$ cat src/rtl/reg_bank_reader.sv
// Read-side controller for the lab register bank: snapshots one entry (or a wrapping
// burst over all entries) and presents each word on a valid/ready handshake.
module reg_bank_reader #(
  parameter int unsigned WIDTH = 4,
  parameter int unsigned DEPTH = 4,
  localparam int unsigned AW = $clog2(DEPTH)
) (
  input  logic                   clk,
  input  logic                   rst,
  input  logic [WIDTH*DEPTH-1:0] regs,
  input  logic                   rd_req,
  input  logic [AW-1:0]          rd_addr,
  input  logic                   burst,
  output logic                   busy,
  output logic                   out_valid,
  input  logic                   out_ready,
  output logic [WIDTH-1:0]       out_data,
  output logic [AW-1:0]          out_addr,
  output logic                   out_last
);

  typedef enum logic [1:0] {StIdle, StFetch, StPresent} state_e;

  state_e           r_state;
  logic [AW-1:0]    r_cur_addr;
  logic [AW-1:0]    r_remaining;
  logic             r_busy;
  logic             r_valid;
  logic [WIDTH-1:0] r_data;
  logic [AW-1:0]    r_addr;
  logic             r_last;
  logic [WIDTH-1:0] w_word;

  assign w_word = regs[WIDTH*int'(r_cur_addr) +: WIDTH];

  // All outputs are registered; the bank is only sampled on the FETCH edge.
  always_ff @(posedge clk) begin
    if (rst) begin
      r_state     <= StIdle;
      r_cur_addr  <= '0;
      r_remaining <= '0;
      r_busy      <= 1'b0;
      r_valid     <= 1'b0;
      r_data      <= '0;
      r_addr      <= '0;
      r_last      <= 1'b0;
    end else begin
      unique case (r_state)
        StIdle: begin
          if (rd_req) begin
            r_cur_addr  <= rd_addr;
            r_remaining <= burst ? AW'(DEPTH - 1) : '0;
            r_busy      <= 1'b1;
            r_state     <= StFetch;
          end
        end
        StFetch: begin
          r_data  <= w_word;
          r_addr  <= r_cur_addr;
          r_last  <= (r_remaining == '0);
          r_valid <= 1'b1;
          r_state <= StPresent;
        end
        StPresent: begin
          if (out_ready) begin
            r_valid <= 1'b0;
            if (r_remaining == '0) begin
              r_busy  <= 1'b0;
              r_state <= StIdle;
            end else begin
              r_cur_addr  <= r_cur_addr + AW'(1);
              r_remaining <= r_remaining - AW'(1);
              r_state     <= StFetch;
            end
          end
        end
        default: begin
          r_busy  <= 1'b0;
          r_valid <= 1'b0;
          r_state <= StIdle;
        end
      endcase
    end
  end

  assign busy      = r_busy;
  assign out_valid = r_valid;
  assign out_data  = r_data;
  assign out_addr  = r_addr;
  assign out_last  = r_last;

endmodule

$ cat config.mk
export PLATFORM = sky130hd
export DESIGN_NAME = reg_bank_reader
export DESIGN_NICKNAME = d
export VERILOG_FILES = /design/src/rtl/reg_bank_reader.sv
export SDC_FILE = /design/constraint.sdc
export NUM_CORES = 1
export LEC_CHECK = 0
export ABC_AREA = 1
export CELL_PAD_IN_SITES_DETAIL_PLACEMENT = 2
export CELL_PAD_IN_SITES_GLOBAL_PLACEMENT = 2
export CORE_MARGIN = 2
export CORE_UTILIZATION = 21
export DETAILED_ROUTE_END_ITERATION = 16
export PLACE_DENSITY = 0.79
export RECOVER_POWER = 50
export SYNTH_ARGS = -nofsm -noshare
export SYNTH_HDL_FRONTEND = slang
export SYNTH_SLANG_ARGS = --single-unit
export TNS_END_PERCENT = 100
$ cat constraint.sdc
create_clock -name clk -period 1.28 [get_ports clk]
set_input_delay 0.256 -clock clk [delete_from_list [all_inputs] [get_ports clk]]
set_output_delay 0.256 -clock clk [all_outputs]
set_load 0.05 [all_outputs]
==> out/summary.txt <==
Final Max Tran Viols = 0
Slew Limit Headroom = 81.2%
CP Capture Type = flip-flop
Cell row count = 22
Final RePlAce weighted congestion = 0.803
Drt pass-1 iters = 3
Most frequent cells in the layout = nand2_1, clkdlybuf4s50_1, dfxtp_1
Utilization after layout = 32.6%
Max-Cap Viols = 0
Via count = 913
Initial antenna violation count = 0
Vias in the first global route = 1029
R2R setup slack = 0.09 ns
Maximum fanout along the worst path = 4
Crit share post-route = 93.0%
Setup TNS = 0 ns
Pwr dens = 1130 nW/um^2
Share of layout cells above drive strength 1 = 20.5%
Worst endpoint data arrival time = 1.33 ns
Worst path most repeated cell = nor2_1
# fillers = 466
Routed wire per std cell = 13.0 um
Synthesis Warnings = 0
Die width = 65.6 um
Layout Skew = 0.00477 ns
Boundary Pins = 32
Area delta synth->final = 49.9%
Worst Hold Depth = 2
Clk buf depth = 2
Max IR drop VDD = 0.321 mV
Mean Syn Cell Area = 6.70 um^2
Tightest Pin Transition = 0.283 ns
Distinct cells, synth = 18
Worst setup SP type = flip-flop
Initial Utilization = 21.8%
Detailed placement HPWL = 2.13 mm
Commonest non-fill, non-tap cell in the layout = nand2_1
R2R depth = 8
Synth Register Bits = 15
H-tree depth = 1
Syn nets = 143
Worst skew pair latency = 0.25 ns
Worst hold endpoint = out_addr[1]$_SDFFE_PP0P_
Total CTS buffers = 3
Fmax = 840 MHz
Clk Tree Root Cell = clkbuf_8
Clock Sinks = 15
Slowest Stage Delay on Critical Path = 0.32 ns
Critical R2R Capture = r_cur_addr[0]$_SDFFE_PP0P_
Critical path type = flip-flop to flip-flop
Cell Count, Final, Fillers Out = 204
Dpl cells = 200
DRT Wirelength = 2.66 mm
Delay-heaviest family, CP = simple AND/OR/NAND/NOR gates
Synthesized instance count = 119
Die H = 65.6 um
LEAKAGE = 0.552 nW
Tot Pwr = 1.35 mW
Required @ worst endpoint = 1.42 ns
CTS tree = built
Fin. Hold Viols = 0
Hold wc startpoint = out_addr[1]$_SDFFE_PP0P_
Sequential fraction of the synthesis area = 37.7%
Slowest-stage cell, CP = dfxtp_2
DRC = 0
Critical path, cell by cell = inv_1 > ha_1 > nor2_2 > nand2_2 > nand2_4 > inv_2 > nor2_1 > nor2_1
Inserted Diodes = 0
Final setup vio count = 0
Nets = 181
Outcome = complete, no violations
HP Class = flip-flop to flip-flop
Setup Fix Bufs, Post-CTS = 0
First-pass GRT wire length = 4.46 mm
Remaining antenna violation count after routing = 0
Port Buffer Count = 31
Post-layout min period = 1.19 ns
Full die area = 4300 um^2
Total track usage = 13.7%
Gr ovfl total = 0
Buffers & Inverters on Critical Path = 2
Worst reg2reg path startpoint = r_remaining[0]$_SDFFE_PP0P_
Mapped Area = 797 um^2
Clock transition at path regs = 0.07 ns
Drt via density = 4.48
Largest net degree at the start of global routing = 11
Starting DRT DRC Count = 12
Core ar. = 3660 um^2
## repair_timing
action	4_1_cts	5_1_grt
endpoints found under the setup margin	4	5
hold buffers	0	0
pin swaps	0	1
resized for setup	1	4
gates cloned	0	0
## cell type report
type,instances,area (um^2),share of cell area [%]
Multi-Input combinational cell,88,438,36.6
Sequential cell,15,303,25.3
Timing Repair Buffer,35,295,24.7
Tap cell,48,60.1,5.03
Inverter,14,52.6,4.40
Clock buffer,3,41.3,3.46
Clock inverter,1,5.00,0.419
## flip-flops by register name, summed over array words and instances, names as in the netlist
name / cells
out_valid: 1
r_remaining: 2
out_addr: 2
out_last: 1
busy: 1
out_data: 4
r_state: 2
r_cur_addr: 2
## metrics by stage
stage	cell area (um^2)	setup WS (ns)	hold WS, ns
6_report	1190	0.0897	0.470
5_1_grt	1190	-0.00798	0.510
4_1_cts	1320	0.00618	0.515
3_5_place_dp	1270	-0.130	0.504
3_3_place_gp	1270	-0.0872	0.497
2_1_floorplan	797	0.195	0.325
## worst register-to-register path, stage by stage, from the launching register on
cell and delay [ns]:
dfxtp_2 0.32, inv_1 0.05, ha_1 0.22, nor2_2 0.11
nand2_2 0.11, nand2_4 0.09, inv_2 0.06, nor2_1 0.08
nor2_1 0.05
## cells in the mapped netlist
cell      number  area share [%]
nand2_1       32              15
dfxtp_1       15              38
nor2_1        14             6.6
a21oi_1       11             6.9
inv_1          9             4.2
nand3_1        9             5.7
o21ai_0        9             5.7
nand2_2        5             3.9
inv_2          4             1.9
mux2i_1        2             2.5
o21ai_1        2             1.3
buf_2          1            0.63
buf_6          1             1.4
clkinv_1       1            0.47
ha_1           1             1.6
nor2_2         1            0.79
nor2_8         1             2.5
o211a_1        1             1.3
## power by group
| part | switching, mW | internal (mW) | leakage, nW |
|---|---|---|---|
| Combinational | 0.250 | 0.161 | 0.402 |
| Clock | 0.176 | 0.216 | 0.0255 |
| Sequential | 0.0345 | 0.510 | 0.124 |
## cell families after synthesis
family	after synthesis	synth area share (%)
compound gates	23	15.1
fa+ha+maj	1	1.57
buf+inv	16	8.63
flops	15	37.7
mux	2	2.51
simple gates	62	34.5
## worst max-delay path by stage
stage,start,endpoint,slack (ns),cells past startpoint
after global placement,out_ready,r_cur_addr[0]$_SDFFE_PP0P_,-0.09,8
after floorplan,r_remaining[0]$_SDFFE_PP0P_,r_remaining[0]$_SDFFE_PP0P_,0.20,8
after detailed placement,out_ready,r_remaining[1]$_SDFFE_PP0P_,-0.13,8
after global routing,r_remaining[0]$_SDFFE_PP0P_,r_remaining[1]$_SDFFE_PP0P_,-0.008,8
after CTS,r_remaining[0]$_SDFFE_PP0P_,r_remaining[1]$_SDFFE_PP0P_,0.006,8
final,r_remaining[0]$_SDFFE_PP0P_,r_cur_addr[0]$_SDFFE_PP0P_,0.09,8
## routing by layer
metal  wire, um  share of wire [%]  global-route usage (%)  up-vias
li1           -                  -                       -      456
met1       1070                 40                    14.4      424
met5          0                  0                       0        -
met4         53                2.0                    7.03        0
met2       1420                 53                    26.0       29
met3        119                4.5                    2.23        4
(Power assumes the default switching activity.)
==> patch 1, RTL diff (same settings) <==
The parameter `DEPTH` goes from 4 to 8.
--- a/src/rtl/reg_bank_reader.sv
+++ b/src/rtl/reg_bank_reader.sv
@@ -4,3 +4,3 @@
   parameter int unsigned WIDTH = 4,
-  parameter int unsigned DEPTH = 4,
+  parameter int unsigned DEPTH = 8,
   localparam int unsigned AW = $clog2(DEPTH)
Ports: changed (resized out_addr, rd_addr and regs); port bits go from 32 to 50. No check against the original RTL was run, so the function may have changed too.
==> patch 1 against the unedited design <==
Clock skew increased by 0.0021 ns; worst setup slack got worse by 0.033 ns; cell area up 61%; routed wire length up 77%; global-route usage increased by 2.1 points; area after synthesis grew 49%; sequential cell count is 3 higher; power is 42% higher; largest power group is now combinational logic; highest routed layer unchanged.
==> patch 1: results (changes against the unedited design) <==
crit_fanout: 2  # -2
core_area_um2: 5470  # +49%
synth.area.top_cells: "dfxtp_1 (30%), nand2_1 (23%), nand3_1 (11%)"
p_int_mw: 1.19  # +35%
cp.arrival_ns: 1.41  # +0.08 ns
drt_iter0_drc: 16  # +4
final_cells: 331  # +62%
crit_end: "r_remaining[1]"
skew_ns: 0.00687  # +0.00209 ns
sequential_cell_total: 18  # +3
synth.distinct_cells: 20  # +2
setup_ws_ns: 0.0571  # -0.0326 ns
gp_congestion: 0.754  # -6.2%
port_buffers: 49  # +58%
drive_gt1_share_pct: 20.1  # -0.44 points
layout.nonclk_buf_share_pct: 31.3  # +6.5 points
p_leak_nw: 0.970  # +76%
nMultiInputCombCells: 140  # +59%
worst_r2r_path_depth: 5  # -3
grt_pass1_vias: 1594  # +55%
dp_worst_setup_slack_ns: -0.167  # -0.0369 ns
tightest_slew_ns: 0.320  # +0.0369 ns
seq_share_pct: 19.0  # -6.3 points
cts_resized: 5  # +4
dp.cells: 327  # +64%
fill_cells: 668  # +43%
whs_ns: 0.483  # +0.0129 ns
syn_inst: 196  # +65%
fin_util_pct: 35.3  # +2.6 points
status: "complete, no violations"
n_all_buffers: 65  # +86%
path_delay_family: "compound AO/OA/AOI/OAI gates"
firstDrtPassIters: 4  # +1
multiInputGateArea_um2: 696  # +59%
synth_nets: 239  # +67%
grt_usage_pct: 15.8  # +2.1 points
min_from: "r_remaining[1]"
grt_pass1_wl_mm: 7.76  # +74%
dpl-instance-area_um2: 1960  # +54%
total_power_mw: 1.91  # +42%
yosysSeqAreaShare_pct: 30.3  # -7.3 points
yosys-top-cells-count: "nand2_1 (72), inv_1 (30), nand3_1 (26)"
power_frac_seq_pct: 35.5  # -4.9 points
avgRoutedWirePerCell_um: 14.2  # +9.3%
dp_hpwl_mm: 3.93  # +85%
irDropWorstVdd_v: 0.000526  # +64%
grt_max_degree: 18  # +7
## patch 1: cell types whose count changed in the layout (fill, tap and decap cells not counted), sizes merged, moves of 3 or more
cell	unedited run	this run
dfxtp	15	18
inv	13	32
clkdlybuf4s50	22	39
buf	4	18
nor2	16	12
nand3	9	26
nand2	37	76
## patch 1: layer usage
| layer | part of all wire (%) | global-route usage [%] | wire (µm) | up-vias |
|---|---|---|---|---|
| met5 | 0 | 0 | 0 | - |
| met4 | 1.1 | 4.14 | 50 | 0 |
| met3 | 4.3 | 2.61 | 203 | 5 |
| met2 | 51 | 29.4 | 2380 | 41 |
| met1 | 44 | 18.6 | 2080 | 670 |
| li1 | - | - | - | 728 |
## patch 1: kinds of logic (layout without fill, tap and decap cells)
kind of cell	count (synthesis)	count (layout)	share of synthesized area, %
and+or+nand+nor	117	117	43.8
AOI/OAI and AO/OA	19	19	8.96
buffers and inverters	38	101	13.0
adders and majority gates	3	3	3.16
xor gates and xnor gates	1	1	0.738
DFF	18	18	30.3
==> patch 2, RTL diff (same settings) <==
Without the edit above. Encoding of `state_e`: now one-hot (3 bits for 3 states).
--- a/src/rtl/reg_bank_reader.sv
+++ b/src/rtl/reg_bank_reader.sv
@@ -21,3 +21,3 @@
 
-  typedef enum logic [1:0] {StIdle, StFetch, StPresent} state_e;
+  typedef enum logic [2:0] {StIdle = 3'b001, StFetch = 3'b010, StPresent = 3'b100} state_e;
 
Formal check against the unedited RTL: same outputs for any inputs over 10 cycles, from zero or initial values and one cycle with rst high; not proved beyond that.
==> patch 2 against the unedited design <==
The flow now finishes with violations (setup timing); routed wire length rose by 34%; global-route usage up 0.31 points; cell area rose by 15%; worst setup slack lost 0.12 ns; sequential cell count increased by 1; critical path depth rose by 1; area after synthesis up 12%.
Power is not compared: it rests on default switching activity, and its combinational part moved more than twofold at a synthesized area within 25%.
==> patch 2: results (changes against the unedited design) <==
status: "finished, violations left"
violations: "setup timing"
r2r_end: "r_cur_addr[1]"
holdPathStages: 2  # unchanged
grt_pass1_wl_mm: 5.42  # +22%
worst_r2r_path_depth: 9  # +1
highest_layer: "met4"
min_from: "out_last"
yosys-top-cells-count: "nand2_1 (23), nor2_1 (17), dfxtp_1 (16), inv_1 (16), o21ai_0 (12)"
clkTransAtPathRegs_ns: 0.07  # about the same
dp_hpwl_mm: 2.55  # +20%
synth.area.top_cells: "dfxtp_1 (36%), nand2_1 (9.7%), nor2_1 (7.1%)"
synth-async-reset-ratio_pct: 0  # unchanged
wl_met1_mm: 1.52  # +43%
yosysSeqAreaShare_pct: 35.8  # -1.9 points
firstDrtPassIters: 4  # +1
grt_usage_pct: 14.0  # +0.31 points
synth.distinct_cells: 25  # +7
antenna_cells: 0  # unchanged
wl_mm: 3.55  # +34%
num_vias: 1004  # +10%
cts_made_buffers: 3  # unchanged
slew_headroom_pct: 80.7  # -0.54 points
final_nets: 196  # +8.3%
r2r-start: "r_remaining[0]"
synth_ff_type: "dfxtp_1"
drt_iter0_drc: 22  # +10
largest_register_ffs: 4  # unchanged
drive_gt1_share_pct: 29.8  # +9.3 points
synth-warning-count: 0  # unchanged
grt_pass1_vias: 1068  # +3.8%
clk_path_buf_depth: 2  # unchanged
hold_path_end: "out_last"
wl_met2_mm: 1.92  # +36%
setup_viol: 2  # +2
p_leak_nw: 0.629
skew_ns: 0.00357  # -0.00120 ns
synth_nets: 154  # +7.7%
clock_latency_ns: 0.25  # about the same
grt_antenna_before_repair: 0  # unchanged
met3WireLength_um: 64  # -46%
port_buffers: 31  # unchanged
setup_ws_ns: -0.0286  # -0.118 ns
htree_levels: 1  # unchanged
cp.arrival_ns: 1.49  # +0.16 ns
grt_max_degree: 14  # +3
fin_tns_setup_ns: -0.0312  # -0.0312 ns
dp_worst_setup_slack_ns: -0.179  # -0.0495 ns
ctsRootBufferMaster: "clkbuf_8"
gp_congestion: 0.808  # +0.61%
crit_fanout: 5  # +1
whs_ns: 0.460  # -0.00937 ns
## patch 2: cell types whose count changed in the layout (fill, tap and decap cells not counted), moves of 3 or more
cell,change
nand2_1,-10
buf_4,+5
inv_1,+4
nor2_1,+4
o22ai_1,+4
dfxtp_2,+3
nor2_4,+3
## patch 2: logic make-up after synthesis
family	after synthesis	synth area share [%]
AND/OR/NAND/NOR	62	34.8
AO/OA/AOI/OAI	27	16.1
buffers and inverters	24	11.9
flip-flops	16	35.8
adder cells (fa/ha/maj)	1	1.40
## patch 2: timing repair
action,CTS,global route
endpoints found under the setup margin,10,8
buffers inserted,0,3
resized for setup,8,8
pin swaps,3,6
## patch 2: worst max-delay path by stage
stage,startpoint,end,slack (ns),depth (start not counted)
finish,r_remaining[0],r_cur_addr[1],-0.03,9
global route,r_remaining[0],r_cur_addr[1],-0.14,9
CTS,r_remaining[0],r_cur_addr[1],0.008,9
detailed placement,out_ready,r_remaining[1],-0.18,8
global placement,out_ready,r_cur_addr[0],-0.09,8
floorplan,r_remaining[0],r_cur_addr[0],0.14,8
## patch 2: metrics by stage
step | cell area [µm²] | std cells
final | 1370 | 221
after floorplan | 895 | 130
after global routing | 1370 | 221
after global placement | 1390 | 214
after detailed placement | 1390 | 214
after CTS | 1460 | 218
## patch 2: cell type report
class                      count  area (µm²)
clock buffer                   4        55.1
fill                         454        2690
inverter                      20        76.3
multi-input combinational     90         498
sequential                    16         327
tap                           50        62.6
timing repair buffer          41         353
## patch 2: layer usage
metal / track usage (%) / vias to the layer above
li1: - / 497
met1: 17.2 / 489
met2: 25.2 / 14
met3: 1.74 / 4
met4: 4.58 / 0
met5: 0 / -
## patch 2: critical path: stages, from the launching register on
cell     delay [ns]
dfxtp_2        0.34
inv_2          0.05
ha_4           0.15
inv_2          0.07
nand3_4        0.09
nand2_4        0.12
nand4_1        0.12
nand2_1        0.10
inv_1          0.05
nor2_1         0.14
## patch 2: power by group
group          internal [mW]  total (mW)  switching [mW]  leakage, nW
registers              0.588       0.666          0.0780        0.132
logic                  0.355       0.963           0.607        0.468
clock network          0.273       0.466           0.193       0.0288
total                   1.22        2.10           0.878        0.629
